$ cat config.mk
export PLATFORM = sky130hd
export DESIGN_NAME = mmio_uart_tx
export DESIGN_NICKNAME = d
export VERILOG_FILES = /design/src/rtl/uart_tx_pkg.sv /design/src/rtl/uart_tx_fifo.sv /design/src/rtl/mmio_uart_tx.sv
export SDC_FILE = /design/constraint.sdc
export NUM_CORES = 1
export LEC_CHECK = 0
export CAP_MARGIN = 20
export CORE_UTILIZATION = 40
export CTS_CLUSTER_DIAMETER = 100
export DETAILED_ROUTE_END_ITERATION = 6
export GPL_TIMING_DRIVEN = 0
export PLACE_DENSITY = 0.6
export SETUP_SLACK_MARGIN = 0.15
export SLEW_MARGIN = 5
export SYNTH_ARGS = -nofsm -noshare
export SYNTH_HDL_FRONTEND = slang
export SYNTH_HIERARCHICAL = 1
export SYNTH_SLANG_ARGS = --single-unit
$ cat constraint.sdc
create_clock -name clk_in -period 10.1 [get_ports clk_in]
set_clock_uncertainty 0.2 [all_clocks]
set_input_delay 1.515 -clock clk_in [delete_from_list [all_inputs] [get_ports clk_in]]
set_output_delay 1.515 -clock clk_in [all_outputs]
set_load 0.05 [all_outputs]
$ cat src/rtl/uart_tx_pkg.sv
// rtl/uart_tx_pkg.sv - register offsets, STATUS layout and FSM encoding for mmio_uart_tx
package uart_tx_pkg;

  localparam logic [1:0] REG_TXDATA  = 2'd0;
  localparam logic [1:0] REG_STATUS  = 2'd1;
  localparam logic [1:0] REG_BAUDDIV = 2'd2;

  localparam int ST_FULL    = 0;
  localparam int ST_EMPTY   = 1;
  localparam int ST_BUSY    = 2;
  localparam int ST_OVF     = 3;
  localparam int ST_CNT_LSB = 4;

  localparam logic [15:0] DIV_MIN = 16'd2;

  typedef enum logic [2:0] {
    IDLE   = 3'd0,
    START  = 3'd1,
    DATA   = 3'd2,
    PARITY = 3'd3,
    STOP   = 3'd4
  } tx_state_t;

  // STATUS only has four bits for the count, so deeper FIFOs report 15.
  function automatic logic [3:0] sat_count(input logic [31:0] n);
    return (n > 32'd15) ? 4'hF : n[3:0];
  endfunction

endpackage

$ cat src/rtl/uart_tx_fifo.sv
// rtl/uart_tx_fifo.sv - byte FIFO feeding the UART shifter; push on full is accepted only alongside a pop
module uart_tx_fifo #(
  parameter int DEPTH = 8
) (
  input  logic                     clk,
  input  logic                     rst,
  input  logic                     push,
  input  logic                     pop,
  input  logic [7:0]               din,
  output logic [7:0]               dout,
  output logic                     full,
  output logic                     empty,
  output logic [$clog2(DEPTH):0]   count
);

  localparam int AW = $clog2(DEPTH);
  localparam int CW = AW + 1;

  logic [7:0]    mem [DEPTH];
  logic [AW-1:0] rd_ptr;
  logic [AW-1:0] wr_ptr;
  logic          do_push;
  logic          do_pop;

  assign full    = (count == CW'(DEPTH));
  assign empty   = (count == '0);
  assign do_pop  = pop & ~empty;
  assign do_push = push & (~full | do_pop);
  assign dout    = mem[rd_ptr];

  always_ff @(posedge clk or posedge rst) begin
    if (rst) begin
      rd_ptr <= '0;
      wr_ptr <= '0;
      count  <= '0;
    end else begin
      if (do_push) wr_ptr <= wr_ptr + 1'b1;
      if (do_pop)  rd_ptr <= rd_ptr + 1'b1;
      count <= count + CW'(do_push) - CW'(do_pop);
    end
  end

  // When full, the new byte lands in the slot being popped; the pop reads the old value this edge.
  always_ff @(posedge clk) begin
    if (do_push) mem[wr_ptr] <= din;
  end

endmodule

$ cat src/rtl/mmio_uart_tx.sv
// rtl/mmio_uart_tx.sv - memory-mapped 8N1 UART transmitter; define UART_TX_PARITY_EN for 8E1 frames
module mmio_uart_tx #(
  parameter int          FIFO_DEPTH = 8,
  parameter logic [15:0] DIV_RESET  = 16'd868
) (
  input  logic        clk_in,
  input  logic        reset,
  input  logic        dm_ena,
  input  logic        dm_w,
  input  logic        dm_r,
  input  logic [2:0]  dm_sel,
  input  logic [31:0] dm_addr,
  input  logic [31:0] dm_wdata,
  output logic [31:0] dm_rdata,
  output logic        tx
);

  import uart_tx_pkg::*;

  localparam int CW = $clog2(FIFO_DEPTH) + 1;

  logic [1:0]    reg_sel;
  logic          wr;
  logic          rd;
  logic          wr_txdata;
  logic          wr_status;
  logic          wr_baud;
  logic          fifo_pop;
  logic          fifo_full;
  logic          fifo_empty;
  logic [7:0]    fifo_dout;
  logic [CW-1:0] fifo_count;
  logic          overflow;
  logic          ovf_set;
  logic          ovf_clr;
  logic [15:0]   baud_div;
  logic [15:0]   reload;
  tx_state_t     state;
  tx_state_t     state_n;
  logic [15:0]   cnt;
  logic [15:0]   cnt_n;
  logic [7:0]    shreg;
  logic [7:0]    shreg_n;
  logic [2:0]    bit_idx;
  logic [2:0]    bit_idx_n;
  logic          tx_n;
  logic          bit_end;
  logic          unused_ok;

  assign unused_ok = ^{dm_sel, dm_addr[31:4], dm_addr[1:0], dm_wdata[31:16]};

  assign reg_sel   = dm_addr[3:2];
  assign wr        = dm_ena & dm_w;
  assign rd        = dm_ena & dm_r;
  assign wr_txdata = wr & (reg_sel == REG_TXDATA);
  assign wr_status = wr & (reg_sel == REG_STATUS);
  assign wr_baud   = wr & (reg_sel == REG_BAUDDIV);
  assign ovf_set   = wr_txdata & fifo_full & ~fifo_pop;
  assign ovf_clr   = wr_status & dm_wdata[ST_OVF];
  assign reload    = baud_div - 16'd1;
  assign bit_end   = (cnt == 16'd0);

  uart_tx_fifo #(.DEPTH(FIFO_DEPTH)) u_fifo (
    .clk   (clk_in),
    .rst   (reset),
    .push  (wr_txdata),
    .pop   (fifo_pop),
    .din   (dm_wdata[7:0]),
    .dout  (fifo_dout),
    .full  (fifo_full),
    .empty (fifo_empty),
    .count (fifo_count)
  );

  always_ff @(posedge clk_in or posedge reset) begin
    if (reset) begin
      overflow <= 1'b0;
      baud_div <= DIV_RESET;
    end else begin
      if (wr_baud) baud_div <= (dm_wdata[15:0] < DIV_MIN) ? DIV_MIN : dm_wdata[15:0];
      overflow <= ovf_set | (overflow & ~ovf_clr);
    end
  end

  always_comb begin
    dm_rdata = '0;
    if (rd) begin
      case (reg_sel)
        REG_STATUS: begin
          dm_rdata[ST_FULL]            = fifo_full;
          dm_rdata[ST_EMPTY]           = fifo_empty;
          dm_rdata[ST_BUSY]            = (state != IDLE);
          dm_rdata[ST_OVF]             = overflow;
          dm_rdata[ST_CNT_LSB +: 4]    = sat_count(32'(fifo_count));
        end
        REG_BAUDDIV: dm_rdata[15:0] = baud_div;
        default: dm_rdata = '0;
      endcase
    end
  end

  always_ff @(posedge clk_in or posedge reset) begin
    if (reset) begin
      state   <= IDLE;
      cnt     <= '0;
      shreg   <= '0;
      bit_idx <= '0;
      tx      <= 1'b1;
    end else begin
      state   <= state_n;
      cnt     <= cnt_n;
      shreg   <= shreg_n;
      bit_idx <= bit_idx_n;
      tx      <= tx_n;
    end
  end

  // The shift register rotates rather than shifts so its XOR still equals the byte's parity after DATA.
  always_comb begin
    state_n   = state;
    cnt_n     = cnt;
    shreg_n   = shreg;
    bit_idx_n = bit_idx;
    tx_n      = tx;
    fifo_pop  = 1'b0;
    case (state)
      IDLE: begin
        tx_n = 1'b1;
        if (!fifo_empty) begin
          fifo_pop = 1'b1;
          shreg_n  = fifo_dout;
          cnt_n    = reload;
          state_n  = START;
          tx_n     = 1'b0;
        end
      end
      START: begin
        if (bit_end) begin
          state_n   = DATA;
          bit_idx_n = '0;
          cnt_n     = reload;
          tx_n      = shreg[0];
        end else begin
          cnt_n = cnt - 16'd1;
        end
      end
      DATA: begin
        if (bit_end) begin
          cnt_n = reload;
          if (bit_idx == 3'd7) begin
`ifdef UART_TX_PARITY_EN
            state_n = PARITY;
            tx_n    = ^shreg;
`else
            state_n = STOP;
            tx_n    = 1'b1;
`endif
          end else begin
            bit_idx_n = bit_idx + 3'd1;
            shreg_n   = {shreg[0], shreg[7:1]};
            tx_n      = shreg[1];
          end
        end else begin
          cnt_n = cnt - 16'd1;
        end
      end
`ifdef UART_TX_PARITY_EN
      PARITY: begin
        if (bit_end) begin
          state_n = STOP;
          cnt_n   = reload;
          tx_n    = 1'b1;
        end else begin
          cnt_n = cnt - 16'd1;
        end
      end
`endif
      STOP: begin
        if (bit_end) begin
          if (!fifo_empty) begin
            fifo_pop = 1'b1;
            shreg_n  = fifo_dout;
            cnt_n    = reload;
            state_n  = START;
            tx_n     = 1'b0;
          end else begin
            state_n = IDLE;
            tx_n    = 1'b1;
          end
        end else begin
          cnt_n = cnt - 16'd1;
        end
      end
      default: begin
        state_n = IDLE;
        tx_n    = 1'b1;
      end
    endcase
  end

endmodule

==> results by group, run 1 <==
Placed design
  – Placed wire-length estimate after detailed placement: 11600 um
  – Standard cell area after detailed placement: ~0.0074 mm2
  – Number of buffer cells added on primary ports: 39
  – Routability congestion estimate from global placement: between 0.8 and 0.9

Clocking
  – Clock Pin Slew Worst Setup and Hold Paths: roughly 0.07 ns
  – CTS tree: yes
  – Clock root cell: clkbuf_16
  – Sinks on Clock Net: about 120
  – Maximum root-to-sink buffer count: 2
  – Post-CTS Hold Fix Bufs: 0
  – Resized cells post-CTS: 0
  – Number of clock buffers inserted by TritonCTS: 17
  – Source-to-sink clock delay at the later pin of the worst-skew pair: approximately 0.42 ns
  – Count of H-tree levels built during CTS: 4
  – Count of buffers added by post-CTS timing repair for setup: 0

Floorplan
  – Number of placement rows: 46
  – Die boundary height: ~130 um
  – Core area: between 0.015 and 0.02 mm2
  – Total Die Area: ~0.017 mm2
  – Effective utilization at floorplan: 0.414
  – Number of primary I/O pins: 105
  – Die outline width: roughly 130 um

Route
  – Average vias per placed instance: approximately 5.6
  – Number of nets with antenna violations after detailed routing: 0
  – Number of DRC violations after detailed routing: 0
  – Drt first-iter violations: 382
  – Routed wire length: roughly 16000 um
  – Routed via count: approximately 5000
  – Initial DRT Pass Iterations: 5
  – Wire length per cell: about 18 um

Critical path
  – Delay of the slowest critical-path stage: approximately 0.84 ns
  – Crit start category: register
  – Critical Path Sink Type: output port
  – Worst endpoint required time: around 8.4 ns
  – Worst setup path category: register to output port
  – Worst endpoint data arrival time: around 4.2 ns
  – CP Cell Sequence: inv_1 > ha_1 > nor3b_1 > clkbuf_1 > clkbuf_1 > clkbuf_1 > a22oi_1 > nor2_1 > clkdlybuf4s50_1
  – Dominant cell type by count on the critical path: clkbuf_1
  – Buf/Inv on CP: 5
  – Critical-path top delay cell: clkdlybuf4s50_1
  – Worst Path Max Fanout: 10
  – Kind of cell with the highest combined delay on the critical path: buffers and inverters

Timing
  – Final setup viols: 0
  – Hold Fails Final Rpt: 0
  – Slew of the pin with the lowest slew margin: approximately 0.82 ns
  – Final period utilization: 0.582
  – Post-Route Setup TNS: 0 ns
  – Fmax: around 0.17 GHz
  – Setup repair after global routing missed its margin: false
  – Max-slew violation total from the final report: 0
  – Post-route minimum period: 5.88 ns
  – Worst-case headroom to the max-slew limit: 0.453

Logic synthesis
  – Most used DFF post-synth: edfxtp_1
  – Synth top area share: 0.290
  – Post-synthesis cell area: approximately 0.0066 mm2
  – Per-instance average area after synthesis: around 12 um2
  – Netlist cell types: just over 70
  – Post-synth EDFFs: 64
  – Cell with the most instances after synthesis: edfxtp_1
  – Instance count of the mapped netlist: roughly 570
  – Fraction of synthesis flops using an asynchronous set or reset pin: 0.475
  – Top post-synthesis cells by area: edfxtp_1, dfrtp_1, mux4_1
  – Synthesis-stage register bit count: 122
  – Ranking of synthesized cells by instance count: edfxtp_1, nand2_1, dfrtp_1
  – Proportion of synthesized chip area in sequential cells: 0.510
  – Area leader, netlist: edfxtp_1
  – Count of warnings emitted by yosys: 6

Finish
  – Total area of sequential cells: 0.00338 mm2
  – Final design utilization: 0.499
  – Fin area: roughly 0.008 mm2
  – Number of diodes added for antenna fixing: 0
  – Share of post-route cells with drive strength above 1: 0.173
  – Number of filler cells placed in the layout: roughly 1500
  – Area growth from synthesis to final layout: 20.6%
  – Multi-input combinational cell area: between 0.002 and 0.003 mm2
  – Final layout net count: ~740

Global route
  – Global-route usage over all layers: 0.203
  – Maximum number of pins on one net before global-route repair: 37
  – Vias in the first global route: between 4000 and 5000
  – Number of antenna violations at the first check in global routing: 0
  – Overall overflow remaining after global route: 0
  – Wire length of the first global-routing pass: 25800 um

Hold path
  – Class of the tightest hold or removal check: register to register

Pwr
  – Power per cell area: ~250 mW/mm2
  – Static Leak: between 3 and 4 nW
  – Overall power: roughly 2.0 mW
  – Worst voltage drop across the vdd grid: around 0.00015 V

Run
  – Max-capacitance violation count: 0

Status
  – Status: completed
==> final cells by class <==
type                    count  share of cell area
flip-flops and latches    122               0.423
multi-input cells         398               0.372
repair buffers             48              0.0573
clock buffers              17              0.0532
plain buffers              44              0.0338
well taps                 216              0.0338
clock inverters            15              0.0182
inverters                  19             0.00893
==> cell usage in the layout (no fill, tap or decap), types with 12 or more instances in the layout <==
cell type	n
mux4_1	16
a21oi_1	21
edfxtp_1	64
buf_4	20
conb_1	16
clkbuf_16	17
nor2_1	45
clkdlybuf4s50_1	39
ha_1	14
nand2_1	54
mux2_2	26
dfrtp_1	52
clkbuf_1	17
and2_1	12
o21ai_0	24
a31oi_1	15
nor3_1	12
inv_1	18
==> kinds of logic after synthesis <==
group / share of synthesized area
simple gates: 0.155
flops: 0.510
xor+xnor: 0.0278
other cells: 0.000566
mux: 0.111
compound gates: 0.114
buf+inv: 0.0516
fa+ha+maj: 0.0295
==> registers in the layout (all words and copies together) (netlist names), 3 cells and up <==
name and count:
baud_div 16, u_fifo/wr_ptr 3, shreg 8, u_fifo/rd_ptr 3, u_fifo/count 4, u_fifo/mem 64, cnt 16, state 3
bit_idx 3
==> metrics by stage <==
stage | std cells | setup WS, ns | hold WS, ns
5_1_grt | 879 | 4.02 | 0.311
3_3_place_gp | 838 | 4.59 | 0.282
3_5_place_dp | 847 | 4.53 | 0.292
4_1_cts | 879 | 4.27 | 0.307
2_1_floorplan | 583 | 5.63 | 0.260
6_report | 879 | 4.22 | 0.306
==> metal layers <==
| layer | part of all wire | track usage | up-vias |
|---|---|---|---|
| met5 | 0 | 0 | - |
| met1 | 0.45 | 0.273 | 2444 |
| met4 | 0.014 | 0.0690 | 0 |
| li1 | - | - | 2282 |
| met3 | 0.051 | 0.0423 | 22 |
| met2 | 0.49 | 0.327 | 156 |
==> where the power goes <==
| part | internal (mW) | switching (mW) | total, mW |
|---|---|---|---|
| Clock | 0.328 | 0.259 | 0.587 |
| Sequential | 0.621 | 0.123 | 0.744 |
| Combinational | 0.290 | 0.343 | 0.633 |
| Total | 1.24 | 0.725 | 1.96 |
==> final timing paths <==
path / startpoint / end / slack [ns] / cells past startpoint
setup / recovery: u_fifo/count[2] / dm_rdata[1] / 4.22 / 9
hold / removal: overflow / overflow / 0.31 / 1
setup reg to reg: cnt[0] / u_fifo/mem[6][0] / 6.04 / 10
hold reg to reg: overflow / overflow / 0.31 / 1
max in group asynchronous: reset / tx / 7.92 / 3
min in group asynchronous: reset / baud_div[13] / 1.20 / 2
Note: power is estimated with default switching activity, not from simulation.
==> inputs of run 2 (changes only) <==
==> constraint.sdc (replaced) <==
create_clock -name clk_in -period 5.7 [get_ports clk_in]
set_clock_uncertainty 0.2 [all_clocks]
set_input_delay 0.855 -clock clk_in [delete_from_list [all_inputs] [get_ports clk_in]]
set_output_delay 0.855 -clock clk_in [all_outputs]
set_load 0.05 [all_outputs]
==> results of run 2 <==
The final DEF is identical to that of run 1. Status: completed.
Among the figures that moved: setup slack after placement 4.53 ns -> 1.06 ns; setup slack after layout 4.22 ns -> 0.479 ns; register-to-register setup slack 6.04 ns -> 1.64 ns; total power 1.96 mW -> 3.48 mW; worst IR drop on VDD 0.000153 V -> 0.000271 V
